===== src/rtl/seq_pattern_gen.sv =====
// Serial bit-pattern transmitter: sends a captured pattern MSB-first for a
// programmable number of repetitions, with an optional idle gap between them.
module seq_pattern_gen #(
  parameter int unsigned PAT_W = 4,
  parameter int unsigned CNT_W = 4,
  parameter int unsigned GAP   = 0
) (
  input  logic             clk,
  input  logic             rst_n,
  input  logic             start,
  input  logic [PAT_W-1:0] pattern,
  input  logic [CNT_W-1:0] repeat_cnt,
  output logic             x,
  output logic             valid,
  output logic             first,
  output logic             busy,
  output logic             done
);

  localparam int unsigned IDX_W = $clog2(PAT_W);
  localparam int unsigned GAP_W = (GAP > 2) ? $clog2(GAP) : 1;
  localparam logic [IDX_W-1:0] IdxLast = IDX_W'(PAT_W - 1);
  localparam logic [GAP_W-1:0] GapLoad = (GAP > 0) ? GAP_W'(GAP - 1) : '0;
  localparam logic [CNT_W-1:0] RepOne  = CNT_W'(1);

  typedef enum logic [1:0] {StIdle, StShift, StGap, StDone} state_e;

  state_e           r_state, w_state_d;
  logic [PAT_W-1:0] r_shift, w_shift_d;
  logic [PAT_W-1:0] r_pat,   w_pat_d;
  logic [CNT_W-1:0] r_rep,   w_rep_d;
  logic [IDX_W-1:0] r_idx,   w_idx_d;
  logic [GAP_W-1:0] r_gap,   w_gap_d;
  logic             w_x_d, w_valid_d, w_first_d, w_busy_d, w_done_d;

  always_ff @(posedge clk or negedge rst_n) begin
    if (!rst_n) begin
      r_state <= StIdle;
    end else begin
      r_state <= w_state_d;
    end
  end

  // Next-state and datapath: the exit decision is taken at rep=1 so rep never wraps.
  always_comb begin
    w_state_d = r_state;
    w_shift_d = r_shift;
    w_pat_d   = r_pat;
    w_rep_d   = r_rep;
    w_idx_d   = r_idx;
    w_gap_d   = r_gap;
    unique case (r_state)
      StIdle: begin
        if (start && (repeat_cnt != '0)) begin
          w_shift_d = pattern;
          w_pat_d   = pattern;
          w_rep_d   = repeat_cnt;
          w_idx_d   = IdxLast;
          w_state_d = StShift;
        end
      end
      StShift: begin
        w_shift_d = r_shift << 1;
        w_idx_d   = r_idx - IDX_W'(1);
        if (r_idx == '0) begin
          if (r_rep == RepOne) begin
            w_state_d = StDone;
          end else if (GAP == 0) begin
            w_rep_d   = r_rep - RepOne;
            w_shift_d = r_pat;
            w_idx_d   = IdxLast;
          end else begin
            w_rep_d   = r_rep - RepOne;
            w_gap_d   = GapLoad;
            w_state_d = StGap;
          end
        end
      end
      StGap: begin
        if (r_gap == '0) begin
          w_shift_d = r_pat;
          w_idx_d   = IdxLast;
          w_state_d = StShift;
        end else begin
          w_gap_d = r_gap - GAP_W'(1);
        end
      end
      StDone: begin
        w_state_d = StIdle;
      end
      default: begin
        w_state_d = StIdle;
      end
    endcase
  end

  always_ff @(posedge clk or negedge rst_n) begin
    if (!rst_n) begin
      r_shift <= '0;
      r_pat   <= '0;
      r_rep   <= '0;
      r_idx   <= '0;
      r_gap   <= '0;
    end else begin
      r_shift <= w_shift_d;
      r_pat   <= w_pat_d;
      r_rep   <= w_rep_d;
      r_idx   <= w_idx_d;
      r_gap   <= w_gap_d;
    end
  end

  // Outputs are decoded from the next state so they register in step with it.
  always_comb begin
    w_x_d     = 1'b0;
    w_valid_d = 1'b0;
    w_first_d = 1'b0;
    w_busy_d  = 1'b0;
    w_done_d  = 1'b0;
    unique case (w_state_d)
      StShift: begin
        w_x_d     = w_shift_d[PAT_W-1];
        w_valid_d = 1'b1;
        w_first_d = (w_idx_d == IdxLast);
        w_busy_d  = 1'b1;
      end
      StGap:   w_busy_d = 1'b1;
      StDone:  w_done_d = 1'b1;
      default: ;
    endcase
  end

  always_ff @(posedge clk or negedge rst_n) begin
    if (!rst_n) begin
      x     <= 1'b0;
      valid <= 1'b0;
      first <= 1'b0;
      busy  <= 1'b0;
      done  <= 1'b0;
    end else begin
      x     <= w_x_d;
      valid <= w_valid_d;
      first <= w_first_d;
      busy  <= w_busy_d;
      done  <= w_done_d;
    end
  end

endmodule


===== config.mk =====
export PLATFORM = sky130hd
export DESIGN_NAME = seq_pattern_gen
export DESIGN_NICKNAME = d
export VERILOG_FILES = /design/src/rtl/seq_pattern_gen.sv
export SDC_FILE = /design/constraint.sdc
export NUM_CORES = 1
export LEC_CHECK = 0
export CORE_UTILIZATION = 55
export CTS_BUF_LIST = sky130_fd_sc_hd__clkbuf_16
export DETAILED_ROUTE_END_ITERATION = 6
export PLACE_DENSITY_LB_ADDON = 0.2
export SLEW_MARGIN = 30
export SYNTH_ARGS = -nofsm -noshare
export SYNTH_HDL_FRONTEND = slang
export SYNTH_SLANG_ARGS = --single-unit

===== constraint.sdc =====
create_clock -name clk -period 3.4 [get_ports clk]
set_input_delay 0.68 -clock clk [delete_from_list [all_inputs] [get_ports clk]]
set_output_delay 0.68 -clock clk [all_outputs]
set_load 0.01 [all_outputs]

==> reports/results.tsv, run 1 <==
metric	value	unit
CTS Buffer Depth	2	
#FFs+latches synth	21	
routed wire length	2430	um
DR pass1 iterations	4	
Final Setup Violations	0	
switching share of total power	0.372	
LEAKAGE	0.694	nW
crit-path cells	clkdlybuf4s50_1 > o41a_1 > nor2b_1 > o21ai_0 > o31a_2 > ha_1 > inv_1 > a211oi_1	
Crit Path Max Fanout	9	
Logic pwr share	0.487	
Site Rows	17	
CTS root buffer	clkbuf_16	
post-CTS sizing	0	
async set-reset flop share out of synthesis	1.00	
die width	50.0	um
most frequent cells in the layout	dfrtp_1, clkdlybuf4s50_1, inv_1	
clk_lat worst skew	250	ps
final worst path period share	0.730	
unrepaired setup endpoints after global routing	false	
Final HPWL DP	1740	um
gp weighted congestion	0.772	
crit end category	flop	
crit-path leading delay family	compound AO/OA/AOI/OAI gates	
Critical Path AT	2640	ps
CTS tree	built	
# DRC	0	
CTS buffer count	3	
Final Critical Period	2480	ps
power share of the clock group	0.186	
net count after synthesis	146	
gr ovfl total	0	
status	finished, final reports clean	
Syn. warnings	0	
Required @ worst endpoint	3560	ps
clock sink total	21	
area leader, netlist	dfrtp_1	
fmax	403	MHz
sequential power share	0.327	
Post-CTS Repair Setup Buffers	0	
Worst Clk Skew	2.06	ps
Tot Pwr	1.31	mW
Cell Int Power	821	uW
Via Count	993	
ys flop type	dfrtp_1	
commonest non-fill, non-tap cell in the layout	dfrtp_1	
Critical-path top delay cell	clkdlybuf4s50_1	
vias in the first global route	858	
Initial Util	0.579	
diode count	0	
Synth area leaders	dfrtp_1, ha_1, inv_1	
Fin. Hold Viols	0	
Netlist Area Pre-Place	1270	sq um
Vias/cell	6.05	
Synth Area per Inst	10.2	sq um
layout cells sized above 1	0.110	
Cell variety after synth	40	
Setup TNS	0	ps
Area Overhead vs Synth	18.1	%
PwrDens	874	nW/um^2
core area	2190	sq um
Worst-Margin Slew	701	ps
post-synth top area share	0.415	
1st-iter DRT viols	22	
Port Buffers	15	
CP Buf/Inv Count	2	
max-slew violations	0	
first-pass GRT wire length	4020	um
clk slew on worst S/H paths	60	ps
final layout net count	159	
Slew Limit Headroom	0.533	
worst vdd ir	0.467	mV
die area	2500	sq um
initial antenna violation count	0	
H-tree Lvls	1	
number of synthesized flops with an enable pin	0	
Final ANT Viol Nets	0	
largest net degree at the start of global routing	22	
Die Height	50.0	um
wire per inst	14.8	um
hold_buf cts	0	
CP peak stage delay	520	ps
boundary pin count	16	
fill cell total of the finished layout	157	
Setup CP Type	in2reg	
All-Layer GR Usage	0.213	
startpoint types	primary input	
max_cap viols	0	
hold crit path type	in2async	
sequential share of the synthesized area	0.415	
Syn Inst Count	124	
NetSw	486	uW
[cells by family after synthesis]
family / Yosys count / synth area share
simple gates: 30 / 0.132
buf+inv: 21 / 0.0691
flops: 21 / 0.415
mux: 7 / 0.0582
compound gates: 34 / 0.217
fa+ha+maj: 11 / 0.109
[Yosys cell counts (all sizes together) (3+ instances only)]
master / count
ha: 11
a21oi: 6
dfrtp: 21
clkbuf: 6
nor2b: 3
a211oi: 3
nand2: 7
inv: 13
mux2: 3
nor3: 4
a22o: 3
a2111oi: 5
mux2i: 4
o21ai: 3
[routing by layer]
metal  up-vias  GRT usage  wire, um
met5         -          0         0
met4         0     0.0857        35
met3         5     0.0278        82
met2        22      0.336      1240
met1       487      0.292      1070
li1        479          -         -
[power groups by stage]
stage | registers (mW) | logic (mW) | clock network [mW]
after CTS | 0.427 | 0.640 | 0.248
final | 0.427 | 0.637 | 0.244
after detailed placement | 0.430 | 0.636 | 0
after global placement | 0.426 | 0.613 | 0
after floorplan | 0.418 | 0.485 | 0
after global routing | 0.438 | 0.716 | 0.260
[worst paths after layout]
| check | from | endpoint | slack (ps) | cells past startpoint |
|---|---|---|---|---|
| max | start | x | 920 | 8 |
| min | rst_n | valid | 380 | 1 |
| max reg2reg | r_state[0] | x | 1190 | 8 |
| min reg2reg | r_pat[2] | r_pat[2] | 490 | 1 |
| max in group asynchronous | rst_n | r_rep[0] | 2710 | 1 |
| min in group clk | r_pat[2] | r_pat[2] | 490 | 1 |
[metrics by stage]
step | instances | utilization | worst slack, ps | instance area [sq um] | hold WS (ps)
after floorplan | 124 | - | 1120 | 1270 | 384
after global placement | 160 | 0.649 | 786 | 1420 | 470
after detailed placement | 160 | 0.649 | 720 | 1420 | 478
after CTS | 164 | 0.685 | 963 | 1500 | 491
after global routing | 164 | 0.683 | 764 | 1500 | 415
final | 164 | 0.683 | 919 | 1500 | 377
[state kept, by name (all words and copies together), names as in the netlist]
register,cells
r_rep,4
valid,1
r_shift,4
first,1
r_idx,2
done,1
x,1
busy,1
r_state,2
r_pat,4
[final cells by class]
type / instances / area (sq um) / area share
Multi-Input combinational cell: 82 / 654 / 0.437
Tap cell: 28 / 35.0 / 0.0234
Clock buffer: 3 / 75.1 / 0.0502
Inverter: 13 / 48.8 / 0.0326
Clock inverter: 1 / 5.00 / 0.00334
Sequential cell: 21 / 526 / 0.351
Timing Repair Buffer: 16 / 153 / 0.102
(Power assumes the default switching activity.)
==> run 2, diff against run 1 <==
--- a/config.mk
+++ b/config.mk
@@ -5,7 +5,7 @@
 export SDC_FILE = /design/constraint.sdc
 export NUM_CORES = 1
 export LEC_CHECK = 0
-export CORE_UTILIZATION = 55
+export CORE_UTILIZATION = 49
 export CTS_BUF_LIST = sky130_fd_sc_hd__clkbuf_16
 export DETAILED_ROUTE_END_ITERATION = 6
 export PLACE_DENSITY_LB_ADDON = 0.2
==> constraint.sdc (replaced) <==
create_clock -name clk -period 2 [get_ports clk]
set_input_delay 0.4 -clock clk [delete_from_list [all_inputs] [get_ports clk]]
set_output_delay 0.4 -clock clk [all_outputs]
set_load 0.01 [all_outputs]
==> run 2 against run 1 <==
  * Critical path type is now reg2reg
  * Cell area grew 11%
  * Die area grew 12%
  * Utilization shrank 0.67 points
  * Final cell count grew 9.1%
  * Total power grew 93%
  * The run now ends with negative setup slack left
  * Combinational power grew 120%
  * First-iteration DRC count grew 45%
  * Global-route usage grew 1.8 points
  * Clock-buffer cell count is the same
  * Largest power group unchanged
==> reports/results.tsv, run 2 (same netlist as run 1, synthesis figures left out) <==
metric	value	unit	change
failing checks	negative setup slack		
# DRC	0		unchanged
pre-CTS setup slack	-307	ps	was 720 ps
Required @ worst endpoint	2140	ps	was 3560 ps
die area	2790	sq um	was 2500 sq um
CTS Buffer Depth	2		unchanged
Storage cell area	526	sq um	unchanged
LEAKAGE	0.791	nW	was 0.694 nW
sequential power share	0.288		was 0.327
area of the multi-input gates	703	sq um	was 654 sq um
diode count	0		unchanged
CTS root buffer	clkbuf_16		unchanged
Slew Limit Headroom	0.654		was 0.533
worst-case reg-to-reg path depth	6		was 8
hold_buf cts	0		unchanged
Vias/cell	5.83		was 6.05
Critical-path top delay cell	a2111oi_0		was clkdlybuf4s50_1
largest net degree at the start of global routing	22		unchanged
max_cap viols	0		unchanged
Worst-Margin Slew	505	ps	was 701 ps
Logic pwr share	0.547		was 0.487
Final HPWL DP	2000	um	was 1740 um
most frequent cells in the layout	dfrtp_1, inv_1, buf_4		was dfrtp_1, clkdlybuf4s50_1, inv_1
final layout net count	172		was 159
H-tree Lvls	1		unchanged
Layout Utilization	0.676		was 0.683
hold crit path type	in2async		unchanged
Crit Path Max Fanout	3		was 9
Die Height	52.9	um	was 50.0 um
CP Buf/Inv Count	1		was 2
PnR worst setup slack	-33.4	ps	was 919 ps
boundary pin count	16		unchanged
wire per inst	16.0	um	was 14.8 um
DP Area	1520	sq um	was 1420 sq um
commonest non-fill, non-tap cell in the layout	dfrtp_1		unchanged
gp weighted congestion	0.838		was 0.772
initial antenna violation count	0		unchanged
Hold WS	479	ps	was 377 ps
PwrDens	1520	nW/um^2	was 874 nW/um^2
Final ANT Viol Nets	0		unchanged
Post-Layout Cell Count	179		was 164
Worst path depth	6		was 8
DR pass1 iterations	6		was 4
startpoint types	flop		was primary input
final worst path period share	1.02		
Setup CP Type	reg2reg		was in2reg
routed wire length	2860	um	was 2430 um
die width	52.9	um	was 50.0 um
core area	2450	sq um	was 2190 sq um
CP peak stage delay	530	ps	was 520 ps
Area Overhead vs Synth	31.0	%	was 18.1%
crit-path cells	inv_1 > ha_1 > or2_2 > a2111oi_0 > a211oi_1 > and3_1		was clkdlybuf4s50_1 > o41a_1 > nor2b_1 > o21ai_0 > o31a_2 > ha_1 > inv_1 > a211oi_1
layout cells sized above 1	0.221		was 0.110
1st-iter DRT viols	32		was 22
crit end category	flop		unchanged
first-pass GRT wire length	4570	um	was 4020 um
Post-CTS Repair Setup Buffers	0		unchanged
design area	1660	sq um	was 1500 sq um
Via Count	1043		was 993
Initial Util	0.516		was 0.579
clk_lat worst skew	250	ps	about the same
fill cell total of the finished layout	202		was 157
Cell Int Power	1.57	mW	was 821 uW
dpl cells	175		was 160
gr ovfl total	0		unchanged
switching share of total power	0.380		was 0.372
Worst Clk Skew	1.03	ps	was 2.06 ps
max-slew violations	0		unchanged
CTS tree	built		unchanged
Final Critical Period	2030	ps	
All-Layer GR Usage	0.231		was 0.213
Fin. Hold Viols	0		unchanged
biggest regs	r_pat x4, r_rep x4, r_shift x4		unchanged
worst vdd ir	0.967	mV	was 0.467 mV
Port Buffers	15		unchanged
fmax	492	MHz	
Site Rows	18		was 17
clk slew on worst S/H paths	60	ps	about the same
power share of the clock group	0.165		was 0.186
clock sink total	21		unchanged
CTS buffer count	3		unchanged
Critical Path AT	2180	ps	was 2640 ps
status	finished with violations		was finished, final reports clean
crit-path leading delay family	compound AO/OA/AOI/OAI gates		unchanged
NetSw	960	uW	was 486 uW
Final Setup Violations	1		was 0
vias in the first global route	1021		was 858
run 2: cell types whose count changed in the layout (fill, tap and decap cells not counted), sizes merged:
| cell | before | now |
|---|---|---|
| clkdlybuf4s50 | 14 | 12 |
| clkinv | 1 | 0 |
| dlymetal6s2s | 0 | 3 |
| buf | 2 | 14 |
| inv | 13 | 14 |
run 2: layout make-up:
class / instances / area share
clock inverter: 1 / 0.00226
timing repair buffer: 29 / 0.161
clock buffer: 3 / 0.0452
tap: 30 / 0.0226
sequential: 21 / 0.317
multi-input combinational: 82 / 0.424
inverter: 13 / 0.0294
run 2: per-stage QoR:
| stage | TNS [ps] | power [mW] |
|---|---|---|
| 5_1_grt | -139 | 2.72 |
| 3_3_place_gp | -2230 | 1.90 |
| 4_1_cts | 0 | 2.41 |
| 6_report | -33.4 | 2.53 |
| 3_5_place_dp | -2670 | 1.97 |
| 2_1_floorplan | 0 | 1.54 |
run 2: worst register-to-register path, cell delays in order (launching register included):
cell and delay, ps:
dfrtp_1 420, inv_1 90, ha_1 200, or2_2 320, a2111oi_0 530, a211oi_1 150
and3_1 210
run 2: power by group through the flow:
stage	Clock [mW]	Sequential [mW]	Combinational [mW]
after floorplan	0	0.711	0.828
after global placement	0	0.712	1.19
after detailed placement	0	0.715	1.26
after CTS	0.424	0.711	1.28
after global routing	0.446	0.744	1.53
final	0.417	0.727	1.38
run 2: what timing repair did:
item,4_1_cts,5_1_grt
endpoints found under the setup margin,3,4
endpoints found under the hold margin,0,0
pin swaps,1,2
resized for setup,3,13
run 2: path summary, 6_finish.rpt:
kind | startpoint | end | slack, ps
worst min-delay path | rst_n | busy | 480
worst min register to register | r_pat[2] | r_pat[2] | 480
worst max register to register | r_idx[1] | first | -30
worst max-delay path | r_idx[1] | first | -30
max in group asynchronous | rst_n | r_rep[0] | 1310
min in group clk | r_pat[2] | r_pat[2] | 480
run 2: per-layer routing:
layer | track usage | share of wire | vias up
li1 | - | - | 501
met1 | 0.282 | 0.46 | 521
met2 | 0.390 | 0.51 | 16
met3 | 0.0517 | 0.029 | 5
met4 | 0.0921 | 0.011 | 0
met5 | 0 | 0 | -
